==> config.mk <==
export PLATFORM = sky130hd
export DESIGN_NAME = pipelined_rca_addsub
export DESIGN_NICKNAME = d
export VERILOG_FILES = /design/src/rtl/pipelined_rca_addsub.sv
export SDC_FILE = /design/constraint.sdc
export NUM_CORES = 1
export LEC_CHECK = 0
export ABC_AREA = 1
export ABC_CLOCK_PERIOD_IN_PS = 7900
export CORE_MARGIN = 4
export CORE_UTILIZATION = 39
export DETAILED_ROUTE_END_ITERATION = 12
export PLACE_DENSITY = 0.75
export SYNTH_ARGS = -nofsm -noshare
export SYNTH_HDL_FRONTEND = slang
export SYNTH_SLANG_ARGS = --single-unit
==> constraint.sdc <==
create_clock -name clk -period 7.9 [get_ports clk]
set_input_delay 1.58 -clock clk [delete_from_list [all_inputs] [get_ports clk]]
set_output_delay 1.58 -clock clk [all_outputs]
set_load 0.02 [all_outputs]
==> src/rtl/pipelined_rca_addsub.sv <==
// Pipelined ripple-carry adder/subtractor.
//
// full_adder            : single-bit full adder cell, purely combinational.
//
// pipelined_rca_addsub  : DATA_WIDTH-bit add/subtract split into NUM_SEG
//                         segments of SEG_WIDTH full_adder cells. Each segment
//                         sits in its own pipeline stage. Operands skew forward
//                         and partial results de-skew with the data. Both sides
//                         use a valid/ready handshake.
//   clk        in   rising-edge clock
//   reset      in   asynchronous active-high reset
//   in_valid   in   operands valid
//   in_ready   out  block accepts this cycle (combinational from out_ready)
//   a, b       in   DATA_WIDTH operands
//   sub        in   0: a+b, 1: a-b (a + ~b + 1)
//   out_valid  out  result valid
//   out_ready  in   consumer accepts result
//   sum        out  DATA_WIDTH+1 result, MSB is the final carry-out
//   cout_int   out  per-bit full-adder carry-outs of this result
//   overflow   out  signed overflow (carry into MSB ^ carry out of MSB)

module full_adder (
    input  logic a_i,
    input  logic b_i,
    input  logic cin_i,
    output logic sum_c_o,
    output logic cout_c_o
);

    assign sum_c_o  = a_i ^ b_i ^ cin_i;
    assign cout_c_o = (a_i & b_i) | (cin_i & (a_i ^ b_i));

endmodule

module pipelined_rca_addsub #(
    parameter int unsigned DATA_WIDTH = 8,
    parameter int unsigned SEG_WIDTH  = 4
) (
    input  logic                  clk,
    input  logic                  reset,
    input  logic                  in_valid,
    output logic                  in_ready,
    input  logic [DATA_WIDTH-1:0] a,
    input  logic [DATA_WIDTH-1:0] b,
    input  logic                  sub,
    output logic                  out_valid,
    input  logic                  out_ready,
    output logic [DATA_WIDTH:0]   sum,
    output logic [DATA_WIDTH-1:0] cout_int,
    output logic                  overflow
);

    localparam int unsigned NUM_SEG = DATA_WIDTH / SEG_WIDTH;
    localparam int unsigned LAST    = NUM_SEG - 1;

    // Reject configurations that cannot be split into whole segments.
    if (SEG_WIDTH == 0 || (DATA_WIDTH % SEG_WIDTH) != 0) begin : g_cfg_err
        $error("pipelined_rca_addsub: DATA_WIDTH must be a multiple of SEG_WIDTH");
    end

    // b is inverted once at the input; the inverted copy travels down the pipe,
    // so later stages need no knowledge of sub beyond the stage-0 carry-in.
    logic [DATA_WIDTH-1:0] b_x_w;
    assign b_x_w = b ^ {DATA_WIDTH{sub}};

    // Combinational results of every segment's ripple chain.
    logic [DATA_WIDTH-1:0] fa_sum_w;
    logic [DATA_WIDTH-1:0] fa_cout_w;
    logic [NUM_SEG-1:0]    seg_carry_w;
    logic                  msb_ovf_w;

    // Per-stage state.
    logic [NUM_SEG-1:0]    vld_q,   vld_d;
    logic [NUM_SEG-1:0]    carry_q, carry_d;
    logic [NUM_SEG-1:0]    adv;
    logic [DATA_WIDTH-1:0] a_q   [NUM_SEG];
    logic [DATA_WIDTH-1:0] a_d   [NUM_SEG];
    logic [DATA_WIDTH-1:0] bx_q  [NUM_SEG];
    logic [DATA_WIDTH-1:0] bx_d  [NUM_SEG];
    logic [DATA_WIDTH-1:0] res_q [NUM_SEG];
    logic [DATA_WIDTH-1:0] res_d [NUM_SEG];
    logic [DATA_WIDTH-1:0] co_q  [NUM_SEG];
    logic [DATA_WIDTH-1:0] co_d  [NUM_SEG];
    logic                  ovf_q, ovf_d;

    // Segment ripple chains: segment 0 from the raw inputs, segment s from the
    // operands and carry registered by stage s-1.
    for (genvar s = 0; s < NUM_SEG; s++) begin : g_seg
        logic [SEG_WIDTH-1:0] a_w;
        logic [SEG_WIDTH-1:0] b_w;
        logic [SEG_WIDTH:0]   c_w;

        if (s == 0) begin : g_head
            assign a_w    = a[SEG_WIDTH-1:0];
            assign b_w    = b_x_w[SEG_WIDTH-1:0];
            assign c_w[0] = sub;
        end else begin : g_body
            assign a_w    = a_q[s-1][s*SEG_WIDTH +: SEG_WIDTH];
            assign b_w    = bx_q[s-1][s*SEG_WIDTH +: SEG_WIDTH];
            assign c_w[0] = carry_q[s-1];
        end

        for (genvar i = 0; i < SEG_WIDTH; i++) begin : g_bit
            full_adder u_fa (
                .a_i      (a_w[i]),
                .b_i      (b_w[i]),
                .cin_i    (c_w[i]),
                .sum_c_o  (fa_sum_w[s*SEG_WIDTH + i]),
                .cout_c_o (c_w[i+1])
            );
        end

        assign fa_cout_w[s*SEG_WIDTH +: SEG_WIDTH] = c_w[SEG_WIDTH:1];
        assign seg_carry_w[s]                      = c_w[SEG_WIDTH];

        // The last segment holds the MSB; c_w[SEG_WIDTH-1] is the carry into it
        // (the raw carry-in when the whole word is a single bit).
        if (s == LAST) begin : g_tail
            assign msb_ovf_w = c_w[SEG_WIDTH] ^ c_w[SEG_WIDTH-1];
        end
    end

    // Elastic advance: a stage moves when empty or when its successor moves.
    always_comb begin
        adv       = '0;
        adv[LAST] = !vld_q[LAST] || out_ready;
        for (int k = 1; k < NUM_SEG; k++) begin
            adv[LAST-k] = !vld_q[LAST-k] || adv[LAST-k+1];
        end
    end

    assign in_ready = adv[0];

    // Next-state for every stage; stalled stages hold their contents.
    always_comb begin
        vld_d   = vld_q;
        carry_d = carry_q;
        ovf_d   = ovf_q;
        for (int s = 0; s < NUM_SEG; s++) begin
            a_d[s]   = a_q[s];
            bx_d[s]  = bx_q[s];
            res_d[s] = res_q[s];
            co_d[s]  = co_q[s];
        end

        if (adv[0]) begin
            vld_d[0]   = in_valid;
            a_d[0]     = a;
            bx_d[0]    = b_x_w;
            res_d[0]   = fa_sum_w;
            co_d[0]    = fa_cout_w;
            carry_d[0] = seg_carry_w[0];
        end

        // Lower segments come from the previous stage, segment s is fresh.
        for (int s = 1; s < NUM_SEG; s++) begin
            if (adv[s]) begin
                vld_d[s]   = vld_q[s-1];
                a_d[s]     = a_q[s-1];
                bx_d[s]    = bx_q[s-1];
                res_d[s]   = res_q[s-1];
                co_d[s]    = co_q[s-1];
                carry_d[s] = seg_carry_w[s];
                res_d[s][s*SEG_WIDTH +: SEG_WIDTH] = fa_sum_w[s*SEG_WIDTH +: SEG_WIDTH];
                co_d[s][s*SEG_WIDTH +: SEG_WIDTH]  = fa_cout_w[s*SEG_WIDTH +: SEG_WIDTH];
            end
        end

        if (adv[LAST]) begin
            ovf_d = msb_ovf_w;
        end
    end

    // Stage registers; reset discards anything in flight.
    always_ff @(posedge clk or posedge reset) begin
        if (reset) begin
            vld_q   <= '0;
            carry_q <= '0;
            ovf_q   <= 1'b0;
            for (int s = 0; s < NUM_SEG; s++) begin
                a_q[s]   <= '0;
                bx_q[s]  <= '0;
                res_q[s] <= '0;
                co_q[s]  <= '0;
            end
        end else begin
            vld_q   <= vld_d;
            carry_q <= carry_d;
            ovf_q   <= ovf_d;
            for (int s = 0; s < NUM_SEG; s++) begin
                a_q[s]   <= a_d[s];
                bx_q[s]  <= bx_d[s];
                res_q[s] <= res_d[s];
                co_q[s]  <= co_d[s];
            end
        end
    end

    // Outputs come straight from the last stage register.
    assign out_valid = vld_q[LAST];
    assign sum       = {carry_q[LAST], res_q[LAST]};
    assign cout_int  = co_q[LAST];
    assign overflow  = ovf_q;

endmodule

==> summary.txt, run 1 <==
STA
  – Headroom to the max-slew limit: 51.0%
  – Min Tclk post-route: approximately 4700 ps
  – Final Hold Viols: 0
  – Post-route setup TNS: 0 ps
  – Post-route clock skew: about 3.5 ps
  – Slew @ Worst Pin: 733 ps
  – Fin. max-slew vios: 0
  – RSZ-0062 raised after global routing: no
  – F_max: 214 MHz
  – Final setup violation count: 0
  – Tcrit/Tclk final: between 50% and 60%
  – Worst Hold Slack: slightly below 500 ps

Clocking
  – Hold Buf Count CTS: 0
  – CTS Root Buffer Type: clkbuf_8
  – Clock tree buffer depth: 2
  – CTS tree: yes
  – Clock Pin Slew Worst Setup and Hold Paths: about 60 ps
  – Clk_lat worst skew: between 200 and 300 ps
  – Sink Count: 35
  – H-Tree Level Count: 2
  – Post-cts gate resize count: 0
  – TritonCTS Buffers: 5
  – Post-CTS Setup Inserts: 0

Placed design
  – RD Place Congestion: roughly 0.73
  – Half-perimeter wire length after placement: ~2.3 mm
  – Port buffer count: 40

Power
  – Power Total: 0.000523 W
  – Internal power: 0.000354 W
  – Switching Share: approximately 32%
  – Seq pwr share: between 40 and 50%
  – Pwr per Cell Area: roughly 240 mW/mm²
  – Max VDD drop: a little over 0.00007 V
  – Part of the power in combinational logic: a little under a third
  – Switching power: around 0.00017 W
  – Clk network pwr share: between 20% and 30%
  – Leakage: 1.15 nW

Routing
  – First DRT Iteration DRCs: 65
  – Detailed-route vias per instance: roughly 4.5
  – DR WL met3: 184 µm
  – DRT Wirelength: about 3.1 mm
  – ANT nets after route: 0
  – WL met2: 1.41 mm
  – DR top layer: met4
  – Routed length on met1: ~1.5 mm
  – Wire per inst: roughly 11 µm
  – Length of the first detailed-routing pass in iterations: 4
  – # DRC: 0
  – Detailed-route via count: 1308

Logic synthesis
  – Seq/Total Area, Yosys: 48.3%
  – Syn Nets: 244
  – XOR/XNOR share of the synthesized area: 1.45%
  – Post-synthesis cell count: 216
  – Yosys cell types: 15
  – Fraction of synthesized area in multiplexers: 0%
  – Synth warn: 0
  – Adder-cell share of the synthesized area: 7.72%
  – Simple-gate share of the synthesized area: 26.8%
  – #FFs+latches synth: 35
  – Post-synthesis cell area: ~0.0018 mm²
  – Complex-gate fraction of the synthesized area: less than 1%
  – Largest family of logic cells by synthesized area: simple AND/OR/NAND/NOR gates
  – Avg Inst Size Synth: 8.40 µm²

Floorplan
  – Chip height: about 76 µm
  – Initial Utilization: 41.1%
  – Ports: slightly above 40
  – Core Region: approximately 0.0044 mm²
  – Cell Rows: 24
  – Die W: 76.2 µm
  – Die area: ~0.0058 mm²

GRT
  – Initial antenna violation count: 0
  – Total GRT Usage: 12.1%
  – Global-route wire length before repair: 5.69 mm
  – Vias in the first global route: about 1300
  – Largest net degree at the start of global routing: 38
  – Overflow after GRT: 0

Worst setup path
  – Critical-path top delay cell: clkdlybuf4s50_1
  – Arrival time worst endpoint: roughly 3100 ps
  – Critical Path RT: 6320 ps
  – Crit path kind: input pin to output port
  – Most frequent CP cell: clkdlybuf4s50_1
  – Worst setup SP type: input pin
  – Crit-path max FO: 18
  – Crit-path cells: clkdlybuf4s50_1 -> inv_1 -> nand3_2 -> clkdlybuf4s50_1
  – Crit end category: output port
  – Critical path's largest stage delay: ~670 ps

Layout
  – Area growth syn-to-layout: 20.3%
  – Storage element area: slightly below 900 µm²
  – Area occupied by multi-input gates: approximately 660 µm²
  – Nets: approximately 270
  – Layout cell share with drive strength beyond 1: approximately 5.0%
  – Antenna diode count: 0
  – Fillers: ~440

Job
  – Max cap viols: 0

Outcome
  – Status: finished clean

Min path
  – Worst Hold Class: flop to flop
## metrics by stage
stage | utilization [%] | cell area (µm²) | worst slack [ps] | cells
final | 49.5 | 2180 | 3230 | 292
after global routing | 49.5 | 2180 | 3170 | 292
after CTS | 49.5 | 2180 | 3210 | 292
after detailed placement | 47.6 | 2100 | 3210 | 284
after global placement | 47.6 | 2100 | 3250 | 284
after floorplan | - | 1810 | 4360 | 216
## sequential cells by signal, summed over array words and instances, names as in the netlist
register and count:
sum 8, vld_q 2, bx_q 4, co_q 3, res_q 4, carry_q 2, overflow 1, cout_int 7
a_q 4
## synthesized netlist by cell type
library cell	number	area share, %
nand2_1	101	21
dfrtp_1	35	48
buf_4	22	9.1
inv_1	22	4.6
nand3_1	16	4.4
fa_1	7	7.7
xnor2_1	3	1.4
inv_2	2	0.41
o21ai_0	2	0.55
buf_2	1	0.28
buf_6	1	0.62
clkbuf_1	1	0.21
nand3_2	1	0.55
nor2_4	1	0.62
or2_2	1	0.35
## placed cells by master (no fill, tap or decap), drive strengths merged
cell type and count:
buf 1, nor2 1, clkbuf 7, or2 1, inv 24, nand2 101, dfrtp 35, clkdlybuf4s50 40
fa 7, xnor2 3, clkinv 1, o21ai 2, nand3 17
## worst max-delay path: cells and delay by family
kind	cells	cell delay (ps)
and+or+nand+nor	1	250
buffers and inverters	3	1260
## power groups by stage
stage / logic [W] / clock network [W] / registers, W
2_1_floorplan: 0.000129 / 0 / 0.000237
3_3_place_gp: 0.000162 / 0 / 0.000241
3_5_place_dp: 0.000165 / 0 / 0.000242
4_1_cts: 0.000166 / 0.000127 / 0.000239
6_report: 0.000163 / 0.000122 / 0.000238
5_1_grt: 0.000182 / 0.000133 / 0.000244
## final cells by class
class                   count  share of cell area (%)
flip-flops and latches     35                    40.1
repair buffers             41                    18.7
multi-input cells         132                    30.4
clock inverters             1                   0.229
well taps                  52                    2.98
clock buffers               7                    3.50
inverters                  24                    4.13
## layer usage
layer,vias up,track usage (%)
li1,671,-
met1,600,14.7
met2,31,18.6
met3,6,4.37
met4,0,6.29
met5,-,0
## logic make-up after synthesis
logic type,after synthesis
simple gates,120
buf+inv,49
flops,35
fa+ha+maj,7
xor+xnor,3
compound gates,2
## final timing paths
path                        startpoint          end  slack (ps)  cells after the start
min                        cout_int[1]  cout_int[1]         480                      2
max reg2reg                 carry_q[0]     overflow        5210                      9
min reg2reg                cout_int[1]  cout_int[1]         480                      2
max in group asynchronous        reset       sum[4]        5910                      3
min in group asynchronous        reset   carry_q[1]        1680                      3
max                          out_ready     in_ready        3230                      4
No activity file was read; power rests on OpenSTA's default activity.
==> run 2, diff against run 1 <==
--- a/config.mk
+++ b/config.mk
@@ -6,11 +6,11 @@
 export NUM_CORES = 1
 export LEC_CHECK = 0
 export ABC_AREA = 1
-export ABC_CLOCK_PERIOD_IN_PS = 7900
+export ABC_CLOCK_PERIOD_IN_PS = 4040
 export CORE_MARGIN = 4
 export CORE_UTILIZATION = 39
 export DETAILED_ROUTE_END_ITERATION = 12
-export PLACE_DENSITY = 0.75
+export PLACE_DENSITY = 0.77
 export SYNTH_ARGS = -nofsm -noshare
 export SYNTH_HDL_FRONTEND = slang
 export SYNTH_SLANG_ARGS = --single-unit
==> constraint.sdc (replaced) <==
create_clock -name clk -period 4.04 [get_ports clk]
set_input_delay 0.808 -clock clk [delete_from_list [all_inputs] [get_ports clk]]
set_output_delay 0.808 -clock clk [all_outputs]
set_load 0.02 [all_outputs]
==> summary.txt, run 2 (synthesis results as in run 1) <==
Worst setup path
  – CP top delay family: adder cells
  – Crit-path max FO: 9 (-9)
  – Levels on crit path: 10 (+6)
  – Worst setup path startpoint: sub
  – Crit path buf inv count: 3 (unchanged)
  – Reg-to-reg critical path startpoint: carry_q[0]
  – Setup crit end: res_q[11]
  – R2R depth: 9 (unchanged)
  – Critical path's largest stage delay: 670 ps (about the same)
  – Crit-path cells: clkdlybuf4s50_1 -> nand2_1 -> nand2_1 -> inv_1 -> fa_1 -> fa_1 -> fa_1 -> inv_1 -> nand2_1 -> nand2_1
  – Most frequent CP cell: nand2_1
  – Reg2Reg Setup Slack: 1310 ps (-3900 ps)
  – Crit end category: flop
  – Critical-path top delay cell: clkdlybuf4s50_1
  – Crit path kind: input pin to flop
  – Critical Path RT: 4220 ps (-2100 ps)
  – R2R Path End: overflow
  – Arrival time worst endpoint: 3320 ps (+230 ps)
  – Worst setup SP type: input pin

Power
  – Leakage: 1.17 nW (+1.6%)
  – Max VDD drop: 0.000161 V (+120%)
  – Pwr per Cell Area: 499 mW/mm² (+110%)
  – Power Total: 0.00111 W (+110%)

Clocking
  – Clk_lat worst skew: 280 ps (about the same)
  – Hold Buf Count CTS: 0 (unchanged)
  – Clock Pin Slew Worst Setup and Hold Paths: 70 ps (about the same)
  – Post-cts gate resize count: 0 (unchanged)
  – Sink Count: 35 (unchanged)
  – Post-CTS Setup Inserts: 0 (unchanged)
  – H-Tree Level Count: 2 (unchanged)
  – Clock tree buffer depth: 2 (unchanged)
  – CTS Root Buffer Type: clkbuf_8
  – TritonCTS Buffers: 5 (unchanged)
  – CTS tree: yes

STA
  – Tcrit/Tclk final: 77.7%
  – Headroom to the max-slew limit: 50.4% (-0.59 points)
  – F_max: roughly 320 MHz
  – Final Hold Viols: 0 (unchanged)
  – Final setup violation count: 0 (unchanged)
  – Fin worst setup slack: 901 ps (-2330 ps)
  – Post-route setup TNS: 0 ps (unchanged)
  – Fin. max-slew vios: 0 (unchanged)
  – Post-route clock skew: 8.48 ps (+5.02 ps)
  – RSZ-0062 raised after global routing: no
  – Min Tclk post-route: about 3100 ps
  – Slew @ Worst Pin: 742 ps (+8.83 ps)

GRT
  – Largest net degree at the start of global routing: 38 (unchanged)
  – Overflow after GRT: 0 (unchanged)
  – Total GRT Usage: 12.2% (+0.10 points)
  – Vias in the first global route: 1338 (+2.7%)
  – Initial antenna violation count: 0 (unchanged)
  – Global-route wire length before repair: 5.90 mm (+3.8%)

Routing
  – Wire per inst: 11.4 µm (+6.4%)
  – ANT nets after route: 0 (unchanged)
  – DRT Wirelength: 3.33 mm (+6.4%)
  – # DRC: 0 (unchanged)
  – Detailed-route vias per instance: 4.46 (-0.38%)
  – Length of the first detailed-routing pass in iterations: 4 (unchanged)
  – First DRT Iteration DRCs: 54 (-17%)
  – Detailed-route via count: 1303 (-0.38%)

Floorplan
  – Core Region: 0.00441 mm² (unchanged)
  – Die W: 76.2 µm (unchanged)
  – Die area: 0.00581 mm² (unchanged)
  – Ports: 41 (unchanged)
  – Cell Rows: 24 (unchanged)
  – Chip height: 76.2 µm (unchanged)
  – Initial Utilization: 41.1% (unchanged)

Layout
  – Nets: 267 (unchanged)
  – Antenna diode count: 0 (unchanged)
  – Most frequent cells in the layout: nand2_1, clkdlybuf4s50_1, dfrtp_1
  – Number of flip-flops in the largest register: 8 (unchanged)
  – Post-route design area: 0.00222 mm² (+1.7%)
  – Fillers: 424 (-3.0%)
  – Area growth syn-to-layout: 22.3%
  – Commonest non-fill, non-tap cell in the layout: nand2_1
  – Layout cell share with drive strength beyond 1: 5.83% (+0.83 points)

Job
  – Max cap viols: 0 (unchanged)

Placed design
  – Pre-CTS setup slack: 580 ps (-2630 ps)
  – RD Place Congestion: 0.701 (-4.3%)
  – Half-perimeter wire length after placement: 2.48 mm (+7.1%)
  – Port buffer count: 40 (unchanged)
  – Placed cell areas: 0.00210 mm² (unchanged)

Min path
  – Worst Hold Class: flop to flop

Outcome
  – Status: finished clean
## run 2: metal layers
layer  GRT usage (%)  wire, µm  part of all wire, %  vias to the layer above
met5               0         0                    0                        -
met4            3.67        39                  1.2                        0
met3            3.66       172                  5.2                        4
met2            21.2      1640                   49                       29
met1            14.3      1480                   44                      601
li1                -         -                    -                      669
## run 2: final cells by class
class | instances | area (µm²) | area share (%)
Clock buffer | 6 | 82.6 | 3.72
Clock inverter | 2 | 35.0 | 1.58
Inverter | 24 | 90.1 | 4.06
Multi-Input combinational cell | 132 | 663 | 29.9
Sequential cell | 35 | 876 | 39.5
Tap cell | 52 | 65.1 | 2.93
Timing Repair Buffer | 41 | 408 | 18.4
## run 2: worst min path at each step
stage                            from           to  slack, ps  depth (start not counted)
final                        overflow     overflow        480                          2
after detailed placement  cout_int[0]  cout_int[0]        470                          2
after global routing      cout_int[0]  cout_int[0]        510                          2
after floorplan             res_q[11]       sum[3]        440                          2
after global placement       res_q[8]       sum[0]        460                          2
after CTS                 cout_int[0]  cout_int[0]        490                          2
## run 2: power by group
part | leakage (nW) | switching (W) | internal (W) | total (W)
Clock | 0.0612 | 0.000118 | 0.000199 | 0.000317
Sequential | 0.422 | 0.0000460 | 0.000420 | 0.000466
Combinational | 0.686 | 0.000173 | 0.000152 | 0.000325
## run 2: worst min-delay path, stage by stage (launching register included)
cell and delay, ps:
dfrtp_1 340, nand2_1 50, nand2_1 50
## run 2: per-stage QoR
step / hold WS [ps] / utilization, % / std cells
finish: 480 / 50.3 / 292
global route: 508 / 50.3 / 292
CTS: 486 / 50.3 / 292
detailed placement: 466 / 47.6 / 284
global placement: 458 / 47.6 / 284
floorplan: 443 / - / 216
==> run 3, diff against run 2 <==
--- a/config.mk
+++ b/config.mk
@@ -6,7 +6,7 @@
 export NUM_CORES = 1
 export LEC_CHECK = 0
 export ABC_AREA = 1
-export ABC_CLOCK_PERIOD_IN_PS = 4040
+export ABC_CLOCK_PERIOD_IN_PS = 2700
 export CORE_MARGIN = 4
 export CORE_UTILIZATION = 39
 export DETAILED_ROUTE_END_ITERATION = 12
==> constraint.sdc (replaced) <==
create_clock -name clk -period 2.7 [get_ports clk]
set_input_delay 0.54 -clock clk [delete_from_list [all_inputs] [get_ports clk]]
set_output_delay 0.54 -clock clk [all_outputs]
set_load 0.02 [all_outputs]
==> summary.txt, run 3 (synthesis results as in run 1) <==
Worst setup path
  – Worst setup path startpoint: b[0]
  – Arrival time worst endpoint: 2730 ps (-590 ps)
  – Crit path buf inv count: 4 (+1)
  – Crit-path cells: clkdlybuf4s50_1 -> inv_1 -> nand2_1 -> nand2_1 -> inv_1 -> fa_1 -> fa_2 -> fa_1 -> inv_1 -> nand2_1 -> nand2_1
  – Crit path kind: input pin to flop
  – Critical path's largest stage delay: 510 ps (-160 ps)
  – Critical-path top delay cell: fa_1
  – Crit-path max FO: 3 (-6)
  – CP top delay family: adder cells
  – Critical Path RT: 2890 ps (-1330 ps)
  – Crit end category: flop
  – Worst setup SP type: input pin
  – Reg-to-reg critical path startpoint: carry_q[0]
  – Most frequent CP cell: nand2_1

Min path
  – Worst Hold Class: flop to flop
  – Hold path startpoint: sum[4]

STA
  – Post-route clock skew: 8.75 ps (+0.277 ps)
  – Slew @ Worst Pin: 562 ps (-180 ps)
  – Final Hold Viols: 0 (unchanged)
  – Final setup violation count: 0 (unchanged)
  – Post-route setup TNS: 0 ps (unchanged)
  – Worst Hold Slack: 478 ps (-2.03 ps)
  – Fin. max-slew vios: 0 (unchanged)
  – F_max: between 300 and 400 MHz
  – RSZ-0062 raised after global routing: no
  – Headroom to the max-slew limit: 62.6% (+12 points)
  – Min Tclk post-route: approximately 2500 ps
  – Tcrit/Tclk final: about 94%

Layout
  – Number of flip-flops in the largest register: 8 (unchanged)
  – Non-filler cells, final: 298 (+2.1%)
  – Antenna diode count: 0 (unchanged)
  – Most frequent cells in the layout: nand2_1, clkdlybuf4s50_1, dfrtp_1
  – Core Util, Final: 50.8% (+0.54 points)
  – Area growth syn-to-layout: 23.7%
  – Commonest non-fill, non-tap cell in the layout: nand2_1
  – Layout cell share with drive strength beyond 1: 9.35% (+3.5 points)
  – Nets: 273 (+2.2%)

Clocking
  – Clk_lat worst skew: 290 ps (about the same)
  – Sink Count: 35 (unchanged)
  – Clock tree buffer depth: 2 (unchanged)
  – H-Tree Level Count: 2 (unchanged)
  – TritonCTS Buffers: 5 (unchanged)
  – Clock Pin Slew Worst Setup and Hold Paths: 80 ps (about the same)
  – CTS Root Buffer Type: clkbuf_8
  – CTS tree: yes

Power
  – Part of the power in combinational logic: 31.6% (+2.3 points)
  – Leakage: 1.18 nW (+0.42%)
  – Pwr per Cell Area: 695 mW/mm² (+39%)
  – Power Total: 0.00156 W (+41%)
  – Internal power: 0.00105 W (+35%)
  – Switching power: 0.000513 W (+52%)
  – Clk network pwr share: 23.8% (-4.8 points)
  – Switching Share: 32.9% (+2.5 points)
  – Max VDD drop: 0.000234 V (+45%)
  – Seq pwr share: 44.6% (+2.6 points)

Placed design
  – DP Cell Count: 290 (+2.1%)
  – Half-perimeter wire length after placement: 2.34 mm (-5.7%)
  – RD Place Congestion: 0.710 (+1.3%)
  – Port buffer count: 40 (unchanged)

Routing
  – Detailed-route via count: 1295 (-0.61%)
  – DRT Wirelength: 3.07 mm (-7.6%)
  – # DRC: 0 (unchanged)
  – First DRT Iteration DRCs: 53 (-1.9%)
  – Wire per inst: 10.3 µm (-9.5%)
  – Detailed-route vias per instance: 4.35 (-2.6%)
  – Length of the first detailed-routing pass in iterations: 4 (unchanged)
  – ANT nets after route: 0 (unchanged)

Floorplan
  – Core Region: 0.00441 mm² (unchanged)
  – Ports: 41 (unchanged)
  – Die W: 76.2 µm (unchanged)
  – Chip height: 76.2 µm (unchanged)
  – Initial Utilization: 41.1% (unchanged)
  – Die area: 0.00581 mm² (unchanged)
  – Cell Rows: 24 (unchanged)

GRT
  – Total GRT Usage: 11.4% (-0.77 points)
  – Global-route wire length before repair: 5.46 mm (-7.5%)
  – Largest net degree at the start of global routing: 36 (-5.3%)
  – Vias in the first global route: 1221 (-8.7%)
  – Initial antenna violation count: 0 (unchanged)
  – Overflow after GRT: 0 (unchanged)

Outcome
  – Status: finished clean

Job
  – Max cap viols: 0 (unchanged)
## run 3: cell types whose count changed in the layout (fill, tap and decap cells not counted)
| cell | delta |
|---|---|
| bufinv_16 | -1 |
| fa_2 | +3 |
| clkinvlp_4 | +2 |
| clkbuf_8 | -1 |
| fa_1 | -3 |
| buf_4 | +6 |
## run 3: through the flow
stage          setup slack [ps]  instance area [µm²]
2_1_floorplan               129                 1810
3_3_place_gp               -155                 2150
3_5_place_dp               -216                 2150
4_1_cts                    33.0                 2240
5_1_grt                    43.9                 2240
6_report                    160                 2240
## run 3: routing by layer
layer / global-route usage, % / wire length (µm) / up-vias
li1: - / - / 681
met1: 14.9 / 1470 / 578
met2: 17.6 / 1360 / 30
met3: 3.07 / 171 / 6
met4: 5.24 / 64 / 0
met5: 0 / 0 / -
## run 3: power by group through the flow
stage                     clock (W)  sequential (W)  combinational, W
after floorplan                   0        0.000692          0.000376
after global placement            0        0.000703          0.000489
after detailed placement          0        0.000706          0.000496
after CTS                  0.000380        0.000696          0.000497
after global routing       0.000399        0.000712          0.000548
final                      0.000371        0.000695          0.000493
## run 3: final timing paths
path,to,cells after the start,slack (ps)
worst max register to register,overflow,9,160
max in group asynchronous,cout_int[1],3,1750
worst min register to register,sum[4],2,480
worst min-delay path,sum[4],2,480
min in group asynchronous,a_q[15],3,640
worst max-delay path,res_q[11],11,160
## run 3: cell type report
class / count / area, µm²
repair buffers: 47 / 453
multi-input cells: 132 / 671
clock inverters: 3 / 20.0
clock buffers: 5 / 68.8
well taps: 52 / 65.1
inverters: 24 / 90.1
fillers: 430 / 2170
flip-flops and latches: 35 / 876
## run 3: worst reg2reg max path, cell delays in order, from the launching register on
cell,delay (ps)
dfrtp_1,410
fa_1,490
fa_2,430
fa_2,430
fa_1,440
inv_1,80
nand2_1,50
nand2_1,50
nand2_1,40
nand2_1,50
## run 3: what timing repair did
item / 4_1_cts / 5_1_grt
setup buffers: 0 / 0
hold buffers: 0 / 0
resized for setup: 0 / 3
setup endpoints to repair: 0 / 3
